==> config.mk <==
export PLATFORM = sky130hd
export DESIGN_NAME = uart_word_link
export DESIGN_NICKNAME = d
export VERILOG_FILES = /design/src/rtl/uart_word_pkg.sv /design/src/rtl/uart_bit_timer.sv /design/src/rtl/uart_word_link.sv
export SDC_FILE = /design/constraint.sdc
export NUM_CORES = 1
export LEC_CHECK = 0
export CAP_MARGIN = 20
export CORE_ASPECT_RATIO = 0.75
export CORE_MARGIN = 4
export CORE_UTILIZATION = 51
export CTS_CLUSTER_DIAMETER = 30
export DETAILED_ROUTE_END_ITERATION = 6
export HOLD_SLACK_MARGIN = 0.1
export PLACE_DENSITY = 0.8
export SYNTH_ARGS = -nofsm -noshare
export SYNTH_HDL_FRONTEND = slang
export SYNTH_SLANG_ARGS = --single-unit
==> constraint.sdc <==
create_clock -name CLK -period 2.2 [get_ports CLK]
set_clock_uncertainty 0.1 [all_clocks]
set_input_delay 0.55 -clock CLK [delete_from_list [all_inputs] [get_ports CLK]]
set_output_delay 0.55 -clock CLK [all_outputs]
set_load 0.02 [all_outputs]
==> src/rtl/uart_word_pkg.sv <==
// Shared types and constants for the word-oriented UART link:
// FSM state encodings, rx_err bit positions and the default bit period.
package uart_word_pkg;

  localparam int DEFAULT_CLKS_PER_BIT = 434;

  localparam int RX_ERR_FRAME  = 0;
  localparam int RX_ERR_PARITY = 1;

  typedef enum logic [2:0] {
    TX_IDLE   = 3'd0,
    TX_START  = 3'd1,
    TX_DATA   = 3'd2,
    TX_PARITY = 3'd3,
    TX_STOP   = 3'd4
  } tx_state_e;

  typedef enum logic [2:0] {
    RX_IDLE   = 3'd0,
    RX_START  = 3'd1,
    RX_DATA   = 3'd2,
    RX_PARITY = 3'd3,
    RX_STOP   = 3'd4
  } rx_state_e;

endpackage

==> src/rtl/uart_bit_timer.sv <==
// Bit-period counter: wraps every CLKS_PER_BIT enabled cycles, pulsing at
// the last cycle of a bit and at the bit centre; reload restarts at zero.
module uart_bit_timer
  import uart_word_pkg::*;
#(
  parameter int CLKS_PER_BIT = DEFAULT_CLKS_PER_BIT
) (
  input  logic clk_i,
  input  logic rst_ni,
  input  logic reload_i,
  input  logic en_i,
  output logic bit_end_o,
  output logic mid_o
);

  localparam int CW = $clog2(CLKS_PER_BIT);
  localparam logic [CW-1:0] LAST = CW'(CLKS_PER_BIT - 1);
  localparam logic [CW-1:0] MID  = CW'(CLKS_PER_BIT / 2 - 1);

  logic [CW-1:0] cnt_q, cnt_d;

  always_comb begin
    cnt_d = cnt_q;
    if (reload_i) begin
      cnt_d = '0;
    end else if (en_i) begin
      cnt_d = (cnt_q == LAST) ? '0 : cnt_q + 1'b1;
    end
  end

  always_ff @(posedge clk_i) begin
    if (!rst_ni) begin
      cnt_q <= '0;
    end else begin
      cnt_q <= cnt_d;
    end
  end

  assign bit_end_o = en_i && !reload_i && (cnt_q == LAST);
  assign mid_o     = en_i && !reload_i && (cnt_q == MID);

endmodule

==> src/rtl/uart_word_link.sv <==
// Word-wide UART: sends and receives DATA_W-bit words as LSB-first byte
// frames with optional even parity, plus an inter-byte receive timeout.
module uart_word_link
  import uart_word_pkg::*;
#(
  parameter int DATA_W       = 32,
  parameter int CLKS_PER_BIT = DEFAULT_CLKS_PER_BIT,
  parameter int PARITY_EN    = 0,
  parameter int TIMEOUT_BITS = 16
) (
  input  logic              CLK,
  input  logic              RST_N,
  input  logic [DATA_W-1:0] tx_data,
  input  logic              tx_valid,
  output logic              tx_ready,
  output logic              tx_done,
  output logic              TX,
  input  logic              RX,
  output logic [DATA_W-1:0] rx_data,
  output logic              rx_valid,
  output logic [1:0]        rx_err,
  output logic              rx_timeout,
  output logic [2:0]        tx_state_o,
  output logic [2:0]        rx_state_o
);

  localparam int NBYTES = DATA_W / 8;
  localparam logic [3:0]  LAST_BYTE = 4'(NBYTES - 1);
  // The pulse is registered, so fire one count early to land exactly
  // TIMEOUT_BITS*CLKS_PER_BIT cycles after the stop sample.
  localparam logic [31:0] TO_LAST   = 32'(TIMEOUT_BITS * CLKS_PER_BIT - 2);

  // ---------------- transmitter ----------------
  tx_state_e         tx_state_q, tx_state_d;
  logic [DATA_W-1:0] tx_word_q, tx_word_d;
  logic [2:0]        tx_bit_q, tx_bit_d;
  logic [3:0]        tx_byte_q, tx_byte_d;
  logic              tx_par_q, tx_par_d;
  logic              tx_q, tx_d;
  logic              tx_rdy_q;
  logic              tx_hs, tx_bit_end, tx_mid_unused;

  // Handshake: a word transfers on any edge where tx_valid && tx_ready;
  // tx_ready is registered and only high while idle, so valid may drop freely.
  assign tx_hs = tx_valid && tx_rdy_q;

  uart_bit_timer #(.CLKS_PER_BIT(CLKS_PER_BIT)) u_tx_timer (
    .clk_i    (CLK),
    .rst_ni   (RST_N),
    .reload_i (tx_hs),
    .en_i     (tx_state_q != TX_IDLE),
    .bit_end_o(tx_bit_end),
    .mid_o    (tx_mid_unused)
  );

  always_comb begin
    tx_state_d = tx_state_q;
    tx_word_d  = tx_word_q;
    tx_bit_d   = tx_bit_q;
    tx_byte_d  = tx_byte_q;
    tx_par_d   = tx_par_q;
    case (tx_state_q)
      TX_IDLE: if (tx_hs) begin
        tx_word_d  = tx_data;
        tx_byte_d  = 4'd0;
        tx_state_d = TX_START;
      end
      TX_START: if (tx_bit_end) begin
        tx_bit_d   = 3'd0;
        tx_par_d   = 1'b0;
        tx_state_d = TX_DATA;
      end
      TX_DATA: if (tx_bit_end) begin
        tx_par_d  = tx_par_q ^ tx_word_q[0];
        tx_word_d = tx_word_q >> 1;
        if (tx_bit_q == 3'd7) begin
          tx_state_d = (PARITY_EN != 0) ? TX_PARITY : TX_STOP;
        end else begin
          tx_bit_d = tx_bit_q + 3'd1;
        end
      end
      TX_PARITY: if (tx_bit_end) tx_state_d = TX_STOP;
      TX_STOP: if (tx_bit_end) begin
        if (tx_byte_q == LAST_BYTE) begin
          tx_state_d = TX_IDLE;
        end else begin
          tx_byte_d  = tx_byte_q + 4'd1;
          tx_state_d = TX_START;
        end
      end
      default: tx_state_d = TX_IDLE;
    endcase
    // Line level follows the next state so TX changes on the same edge.
    case (tx_state_d)
      TX_START:  tx_d = 1'b0;
      TX_DATA:   tx_d = tx_word_d[0];
      TX_PARITY: tx_d = tx_par_d;
      default:   tx_d = 1'b1;
    endcase
  end

  always_ff @(posedge CLK) begin
    if (!RST_N) begin
      tx_state_q <= TX_IDLE;
      tx_word_q  <= '0;
      tx_bit_q   <= 3'd0;
      tx_byte_q  <= 4'd0;
      tx_par_q   <= 1'b0;
      tx_q       <= 1'b1;
      tx_rdy_q   <= 1'b0;
    end else begin
      tx_state_q <= tx_state_d;
      tx_word_q  <= tx_word_d;
      tx_bit_q   <= tx_bit_d;
      tx_byte_q  <= tx_byte_d;
      tx_par_q   <= tx_par_d;
      tx_q       <= tx_d;
      tx_rdy_q   <= (tx_state_d == TX_IDLE);
    end
  end

  assign TX         = tx_q;
  assign tx_ready   = tx_rdy_q;
  assign tx_done    = RST_N && (tx_state_q == TX_STOP) && tx_bit_end && (tx_byte_q == LAST_BYTE);
  assign tx_state_o = tx_state_q;

  // ---------------- receiver ----------------
  rx_state_e         rx_state_q, rx_state_d;
  logic              sync1_q, sync2_q, prev_q;
  logic [2:0]        rx_bit_q, rx_bit_d;
  logic [3:0]        rx_byte_q, rx_byte_d;
  logic [7:0]        rx_shift_q, rx_shift_d;
  logic [DATA_W-1:0] rx_word_q, rx_word_d;
  logic              rx_par_q, rx_par_d;
  logic [1:0]        rx_eacc_q, rx_eacc_d;
  logic [DATA_W-1:0] rx_data_q, rx_data_d;
  logic [1:0]        rx_err_q, rx_err_d;
  logic              rx_valid_q, rx_valid_d;
  logic              rx_to_q, rx_to_d;
  logic [31:0]       to_cnt_q, to_cnt_d;
  logic              rx_s, start_edge, rx_go, rx_mid, rx_bit_end_unused;

  assign rx_s       = sync2_q;
  assign start_edge = prev_q && !sync2_q;
  assign rx_go      = (rx_state_q == RX_IDLE) && start_edge;

  uart_bit_timer #(.CLKS_PER_BIT(CLKS_PER_BIT)) u_rx_timer (
    .clk_i    (CLK),
    .rst_ni   (RST_N),
    .reload_i (rx_go),
    .en_i     (rx_state_q != RX_IDLE),
    .bit_end_o(rx_bit_end_unused),
    .mid_o    (rx_mid)
  );

  always_comb begin
    rx_state_d = rx_state_q;
    rx_bit_d   = rx_bit_q;
    rx_byte_d  = rx_byte_q;
    rx_shift_d = rx_shift_q;
    rx_word_d  = rx_word_q;
    rx_par_d   = rx_par_q;
    rx_eacc_d  = rx_eacc_q;
    rx_data_d  = rx_data_q;
    rx_err_d   = rx_err_q;
    rx_valid_d = 1'b0;
    rx_to_d    = 1'b0;
    to_cnt_d   = to_cnt_q;
    case (rx_state_q)
      RX_IDLE: begin
        if (start_edge) begin
          to_cnt_d   = 32'd0;
          rx_state_d = RX_START;
        end else if (rx_byte_q != 4'd0) begin
          if (to_cnt_q == TO_LAST) begin
            rx_byte_d = 4'd0;
            rx_eacc_d = 2'b00;
            to_cnt_d  = 32'd0;
            rx_to_d   = 1'b1;
          end else begin
            to_cnt_d = to_cnt_q + 32'd1;
          end
        end
      end
      RX_START: if (rx_mid) begin
        // A start bit that is high again at its centre was only a glitch.
        if (rx_s) begin
          rx_state_d = RX_IDLE;
        end else begin
          rx_bit_d   = 3'd0;
          rx_par_d   = 1'b0;
          rx_state_d = RX_DATA;
        end
      end
      RX_DATA: if (rx_mid) begin
        rx_shift_d = {rx_s, rx_shift_q[7:1]};
        rx_par_d   = rx_par_q ^ rx_s;
        if (rx_bit_q == 3'd7) begin
          rx_state_d = (PARITY_EN != 0) ? RX_PARITY : RX_STOP;
        end else begin
          rx_bit_d = rx_bit_q + 3'd1;
        end
      end
      RX_PARITY: if (rx_mid) begin
        rx_par_d   = rx_par_q ^ rx_s;
        rx_state_d = RX_STOP;
      end
      RX_STOP: if (rx_mid) begin
        if (!rx_s) rx_eacc_d[RX_ERR_FRAME] = 1'b1;
        if ((PARITY_EN != 0) && rx_par_q) rx_eacc_d[RX_ERR_PARITY] = 1'b1;
        for (int b = 0; b < NBYTES; b++) begin
          if (rx_byte_q == 4'(b)) rx_word_d[b*8 +: 8] = rx_shift_q;
        end
        to_cnt_d   = 32'd0;
        rx_state_d = RX_IDLE;
        if (rx_byte_q == LAST_BYTE) begin
          rx_data_d  = rx_word_d;
          rx_err_d   = rx_eacc_d;
          rx_valid_d = 1'b1;
          rx_eacc_d  = 2'b00;
          rx_byte_d  = 4'd0;
        end else begin
          rx_byte_d = rx_byte_q + 4'd1;
        end
      end
      default: rx_state_d = RX_IDLE;
    endcase
  end

  always_ff @(posedge CLK) begin
    if (!RST_N) begin
      sync1_q    <= 1'b1;
      sync2_q    <= 1'b1;
      prev_q     <= 1'b1;
      rx_state_q <= RX_IDLE;
      rx_bit_q   <= 3'd0;
      rx_byte_q  <= 4'd0;
      rx_shift_q <= 8'd0;
      rx_word_q  <= '0;
      rx_par_q   <= 1'b0;
      rx_eacc_q  <= 2'b00;
      rx_data_q  <= '0;
      rx_err_q   <= 2'b00;
      rx_valid_q <= 1'b0;
      rx_to_q    <= 1'b0;
      to_cnt_q   <= 32'd0;
    end else begin
      sync1_q    <= RX;
      sync2_q    <= sync1_q;
      prev_q     <= sync2_q;
      rx_state_q <= rx_state_d;
      rx_bit_q   <= rx_bit_d;
      rx_byte_q  <= rx_byte_d;
      rx_shift_q <= rx_shift_d;
      rx_word_q  <= rx_word_d;
      rx_par_q   <= rx_par_d;
      rx_eacc_q  <= rx_eacc_d;
      rx_data_q  <= rx_data_d;
      rx_err_q   <= rx_err_d;
      rx_valid_q <= rx_valid_d;
      rx_to_q    <= rx_to_d;
      to_cnt_q   <= to_cnt_d;
    end
  end

  assign rx_data    = rx_data_q;
  assign rx_err     = rx_err_q;
  assign rx_valid   = rx_valid_q;
  assign rx_timeout = rx_to_q;
  assign rx_state_o = rx_state_q;

endmodule

# Yosys cells after proc, flatten, opt, wreduce, memory -nomap -nowiden
# Index checks and enable logic that the tools add are counted.
# classes
n_addsub,7
eq_ne,40
n_mux,62
bitwise,4
reduce_logical,40
# ops
op,n
2-to-1 mux 32 bit,6
one-hot mux 32 bit (2 select lines),2
2-to-1 mux 3 bit,19
adder 32 x 1 -> 32 bit (second input constant),1
== test 32 x 13 -> 1 bit (second input constant),1
2-to-1 mux 4 bit,8
2-to-1 mux 8 bit,4
!= test 2 bit (second input constant),15
one-hot mux 3 bit (5 select lines),2
adder 9 x 1 -> 9 bit (second input constant),2
== test 3 x 2 -> 1 bit (second input constant),6
== test 9 bit (second input constant),2
2-to-1 mux 9 bit,2
one-hot mux 4 bit (2 select lines),2
== test 3 bit (second input constant),4
== test 4 x 2 -> 1 bit (second input constant),3
2-to-1 mux 2 bit,6
one-hot mux 3 bit (2 select lines),2
AND reduction 3 bit,4
AND reduction 6 bit,2
logical AND 1 bit,10
AND reduction 5 bit,2
nonzero test 2 bit,5
== test 3 x 1 -> 1 bit (second input constant),3
21 further kinds,40
# word_totals
ff_bits,186
output_inout_bits,45

# Logic depth before layout (Yosys ltp)
# Gate-level depths: netlist (run 1).
# depth
ltp_word,8
depth_mapped,10

# By module
# Synthesis (run 1) repeated with hierarchy kept, for this count alone.
# unflattened
hier_cells,945
area_unflattened_um2,8011.4
# modules_own_cells
module,n_inst,cells_each,area_per_inst_um2,seq_area_each_um2
uart_word_link,1,835,6980.4,3163.0
uart_bit_timer,2,55,515.5,180.2

# Worst setup path before layout (run 1)
# OpenSTA, ideal clock, no wires.
# synth_timing
kind,register -> register
start,register rx_byte_q[0]
end,register to_cnt_q[29]
setup_ns,0.066
arrival_time_ns,2.124
t_required_ns,2.034
slack_ns,-0.090
stages_incl_launch_ff,9
path_buffers,1
synth_period_minus_slack_ns,2.290
path_cell_list,dfxtp_1 inv_1 ha_1 or4b_2 o211ai_4 or4_1 buf_2 or3_1 a21oi_2
# synth_via
elab_chain_len,3
# synth_rtl
element,line_no,text
"start, declared",uart_word_link.sv:131,"logic [3:0] rx_byte_q, rx_byte_d;"
"start signal, assigned",uart_word_link.sv:253,rx_byte_q <= rx_byte_d;
nonzero test 4 bit,uart_word_link.sv:174,end else if (rx_byte_q != 4'd0) begin
!= test 3 x 2 -> 1 bit (no line),n/a,
AND reduction 3 bit (no line),n/a,
"end signal, assigned",uart_word_link.sv:262,to_cnt_q <= to_cnt_d;
"end, declared",uart_word_link.sv:140,"logic [31:0] to_cnt_q, to_cnt_d;"
# Every way passes these cells.
# A chain may end at the register's enable or synchronous reset.

# Worst setup path in the final report (run 1)
# layout_timing
start,register u_tx_timer.cnt_q[1]
end,output tx_done
# layout_via
elab_chain_len,4
# layout_rtl
element,line_no,text
"start, declared",uart_bit_timer.sv:20,"logic [CW-1:0] cnt_q, cnt_d;"
"start signal, assigned",uart_bit_timer.sv:35,cnt_q <= cnt_d;
== test 9 bit,uart_bit_timer.sv:39,assign bit_end_o = en_i && !reload_i && (cnt_q == LAST);
logical AND 1 bit,uart_bit_timer.sv:39,
logical AND 1 bit (2 in a row),uart_word_link.sv:124,assign tx_done = RST_N && (tx_state_q == TX_STOP) && tx_bit_end && (tx_byte_q == LAST_BYTE);
"end, declared",uart_word_link.sv:16,"output logic tx_done,"
# Every way passes these cells.

==> impl_metrics.env, run 1 <==
export IMPL_status="finished with violations"
export IMPL_violations="negative setup slack"
export IMPL_hpwl_mm=13.0
export IMPL_setup_slack_ns=-0.0163
export IMPL_synth_edf_count=0
export IMPL_finish_net_count=1082
export IMPL_ys_seq_area_frac=0.449
export IMPL_drc=0
export IMPL_cts_max_level=4
export IMPL_crit_type="register to primary output"
export IMPL_use_met1=0.323
export IMPL_grt_pass1_wl_mm=32.7
export IMPL_clkLatencyLatePin_ns=0.44
export IMPL_rsz0062_at_grt="true"
export IMPL_cp_data_arrival_time_ns=1.57
export IMPL_powerDensity_nw_per_um2=641
export IMPL_path_max_fanout=2
export IMPL_grt_max_degree=58
export IMPL_slew_viol_final=0
export IMPL_netlist_instances=889
export IMPL_power_leakage_uw=0.00391
export IMPL_maxCapViolCount=0
export IMPL_r2r_slack_ns=0.02
export IMPL_overflow=0
export IMPL_top_usage_layer="met2"
export IMPL_cts_sinks=176
export IMPL_finalSetupTns_ns=-0.0163
export IMPL_viasPerCell=5.81
export IMPL_antenna_left=0
export IMPL_core_area_sq_um=14800
export IMPL_r2r_start="u_rx_timer.cnt_q[0]$_SDFFE_PP0P_"
export IMPL_antenna_found_initial=0
export IMPL_vias=7215
export IMPL_final_core_util=0.698
export IMPL_hold_class="register to register"
export IMPL_first_pass_iters=5
export IMPL_ios=81
export IMPL_clock_root_buffer="clkbuf_16"
export IMPL_worst_pin_slew_ns=0.602
export IMPL_async_reset_ff_frac=0
export IMPL_synth_warnings=0
export IMPL_clockBufferDepth=2
export IMPL_cp_end_kind="primary output"
export IMPL_gp_congestion=0.847
export IMPL_synthesis_nets=941
export IMPL_track_usage=0.227
export IMPL_dieHeight_um=115
export IMPL_syn_to_final_growth_pct=31.4
export IMPL_seqCellArea_sq_um=3540
export IMPL_final_layout_size_suffix_gt1_frac=0.184
export IMPL_synth_ff_type="dfxtp_1"
export IMPL_hold_violations=0
export IMPL_cts_buffers=17
export IMPL_placed_area_sq_um=9490
export IMPL_critPathCapture="tx_done"
export IMPL_cts_clk_slew_worst_paths_ns=0.08
export IMPL_timing_final_crit_share=1.01
export IMPL_cp_start_kind="register"
export IMPL_cp_required_ns=1.55
export IMPL_yosysUniqueCellTypes=62
export IMPL_final_min_clock_period_ns=2.22
export IMPL_pre_cts_ws_ns=-0.427
export IMPL_fillCellCount=1073
export IMPL_rows=38
export IMPL_ys_seq_elements=176
export IMPL_start_util=0.531
export IMPL_met3_usage=0.0461
export IMPL_final_area_sq_um=10300
export IMPL_wire_per_inst_um=16.6
export IMPL_r2r_end="to_cnt_q[31]$_SDFFE_PN0P_"
export IMPL_relSlewSlack=0.596
export IMPL_grt_pass1_vias=6717
export IMPL_syn_mean_instance_area_sq_um=8.83
export IMPL_insertedDiodeCount=0
export IMPL_drtIter0Drc=672
export IMPL_critPathLaunch="u_tx_timer.cnt_q[1]$_SDFFE_PP0N_"
export IMPL_peakVddDrop_uv=589
export IMPL_multi_input_area_sq_um=4230
export IMPL_dieArea_sq_um=17500
export IMPL_finalSetupViolations=1
export IMPL_fmax_mhz=451
export IMPL_die_w_um=151
export IMPL_synth_area_sq_um=7850
export IMPL_cts_tree="built"
export IMPL_grt_use_met2=0.355
export IMPL_ff2ff_path_depth=7
export IMPL_portBuffers=79
export IMPL_drt_wl_total_mm=20.6
metal layers:
layer	wire length, um	up-vias
met5	0	-
met4	219	0
met3	1360	28
met2	9570	261
met1	9460	3457
li1	-	3469
final cells by class:
class | instances | area share
clock buffer | 17 | 0.0412
clock inverter | 14 | 0.0146
inverter | 15 | 0.00558
multi-input combinational | 638 | 0.410
sequential | 176 | 0.343
tap | 200 | 0.0243
timing repair buffer | 182 | 0.161
flip-flops by register name, indices dropped and copies added, names as in the netlist, 3 cells and up:
name,count
rx_data,32
to_cnt_q,32
tx_word_q,32
rx_word_q,24
u_rx_timer.cnt_q,9
u_tx_timer.cnt_q,9
rx_shift_q,8
rx_byte_q,4
tx_byte_q,4
rx_bit_q,3
rx_state_o,3
tx_bit_q,3
tx_state_o,3
how the worst min path moves through the flow:
stage / from / endpoint / slack [ns] / cells past startpoint
floorplan: sync1_q$_SDFF_PN1_ / rx_s$_SDFF_PN1_ / 0.29 / 1
global placement: sync1_q$_SDFF_PN1_ / rx_s$_SDFF_PN1_ / 0.32 / 1
detailed placement: sync1_q$_SDFF_PN1_ / rx_s$_SDFF_PN1_ / 0.33 / 1
CTS: sync1_q$_SDFF_PN1_ / rx_s$_SDFF_PN1_ / 0.35 / 1
global route: sync1_q$_SDFF_PN1_ / rx_s$_SDFF_PN1_ / 0.37 / 1
finish: sync1_q$_SDFF_PN1_ / rx_s$_SDFF_PN1_ / 0.35 / 1
synth_stat cells, types with 3 or more instances:
cell / number / share of area
nor2_1: 120 / 0.057
and4_1: 4 / 0.0045
a32oi_1: 3 / 0.0033
nand4b_1: 4 / 0.0045
nand4bb_1: 3 / 0.0043
and2_1: 5 / 0.0040
buf_2: 5 / 0.0032
nor3b_1: 10 / 0.0096
nand4_1: 12 / 0.0096
ha_1: 16 / 0.025
nand2b_1: 9 / 0.0072
or4_1: 8 / 0.0076
clkbuf_1: 50 / 0.024
a21oi_1: 69 / 0.044
and4bb_2: 3 / 0.0048
nor4_1: 13 / 0.010
mux2i_1: 57 / 0.073
xnor2_1: 13 / 0.014
nor4b_1: 5 / 0.0056
or3_1: 14 / 0.011
o31ai_1: 7 / 0.0067
and3_1: 11 / 0.0088
a41oi_1: 3 / 0.0033
a211oi_1: 31 / 0.030
a22oi_1: 33 / 0.032
nand3_1: 27 / 0.017
xor2_1: 14 / 0.016
o41ai_1: 4 / 0.0045
inv_1: 14 / 0.0067
nor3_1: 11 / 0.0070
or3b_2: 3 / 0.0033
nand2_1: 80 / 0.038
and4b_1: 3 / 0.0038
dfxtp_1: 176 / 0.45
o21ai_0: 15 / 0.0096
power by group:
part	internal (uW)	switching, uW	total [uW]
Clock	1600	1390	2980
Sequential	3230	26.7	3250
Combinational	177	199	375
cells in the final DEF (no fill, tap or decap), types with 8 or more instances in the layout:
| cell | count |
|---|---|
| nand2_1 | 80 |
| nor4_1 | 11 |
| a22oi_1 | 33 |
| a211oi_1 | 30 |
| nor3b_1 | 8 |
| and3_1 | 10 |
| buf_4 | 94 |
| clkdlybuf4s50_1 | 72 |
| or3_1 | 12 |
| mux2i_1 | 57 |
| nand4_1 | 12 |
| nor2_1 | 116 |
| xnor2_1 | 13 |
| ha_1 | 14 |
| nor3_1 | 10 |
| nand2b_1 | 9 |
| clkbuf_16 | 18 |
| xor2_1 | 14 |
| inv_1 | 11 |
| dfxtp_2 | 12 |
| nand3_1 | 25 |
| a21oi_1 | 67 |
| o21ai_0 | 15 |
| dfxtp_1 | 164 |
repair_timing:
action,CTS,global route
hold buffers,0,0
pin swaps,5,8
resized for setup,25,35
endpoints found under the hold margin,0,0
setup buffers,0,5
cloned,0,2
endpoints found under the setup margin,13,67
kinds of logic after synthesis:
logic type | share of synthesized area
simple gates | 0.230
buf+inv | 0.0395
xor+xnor | 0.0301
other cells | 0.000477
compound gates | 0.153
mux | 0.0726
flops | 0.449
fa+ha+maj | 0.0255
metrics by stage:
step	hold slack [ns]	instances	power, uW
after floorplan	0.286	889	3500
after global placement	0.320	1204	3680
after detailed placement	0.326	1204	3690
after CTS	0.346	1235	6610
after global routing	0.370	1242	6810
final	0.348	1242	6610
worst max-delay path, cell delays in order, from the launching register on:
cell,delay (ns)
dfxtp_2,0.33
inv_2,0.06
ha_4,0.11
and4b_1,0.24
nand3_2,0.12
nor2_4,0.14
buf_6,0.13
No activity file was read; power rests on OpenSTA's default activity.
==> inputs of run 2 (changes only) <==
--- a/config.mk
+++ b/config.mk
@@ -13,6 +13,7 @@
 export DETAILED_ROUTE_END_ITERATION = 6
 export HOLD_SLACK_MARGIN = 0.1
 export PLACE_DENSITY = 0.8
+export SLEW_MARGIN = 20
 export SYNTH_ARGS = -nofsm -noshare
 export SYNTH_HDL_FRONTEND = slang
 export SYNTH_SLANG_ARGS = --single-unit
==> results of run 2 <==
Final layout, timing and power as in run 1 (identical DEF).
==> inputs of run 3 (changes only) <==
--- a/config.mk
+++ b/config.mk
@@ -11,9 +11,11 @@
 export CORE_UTILIZATION = 51
 export CTS_CLUSTER_DIAMETER = 30
 export DETAILED_ROUTE_END_ITERATION = 6
+export GPL_ROUTABILITY_DRIVEN = 0
 export HOLD_SLACK_MARGIN = 0.1
 export PLACE_DENSITY = 0.8
 export SLEW_MARGIN = 20
 export SYNTH_ARGS = -nofsm -noshare
 export SYNTH_HDL_FRONTEND = slang
 export SYNTH_SLANG_ARGS = --single-unit
+export TNS_END_PERCENT = 50
==> results of run 3 <==
Final layout, timing and power as in run 1 (identical DEF).
Main changes from that run: number of gates resized after CTS 25 -> 24; wire length of the first global-routing pass 32700 um -> 32600 um; via count of the first global-routing pass 6717 -> 6719
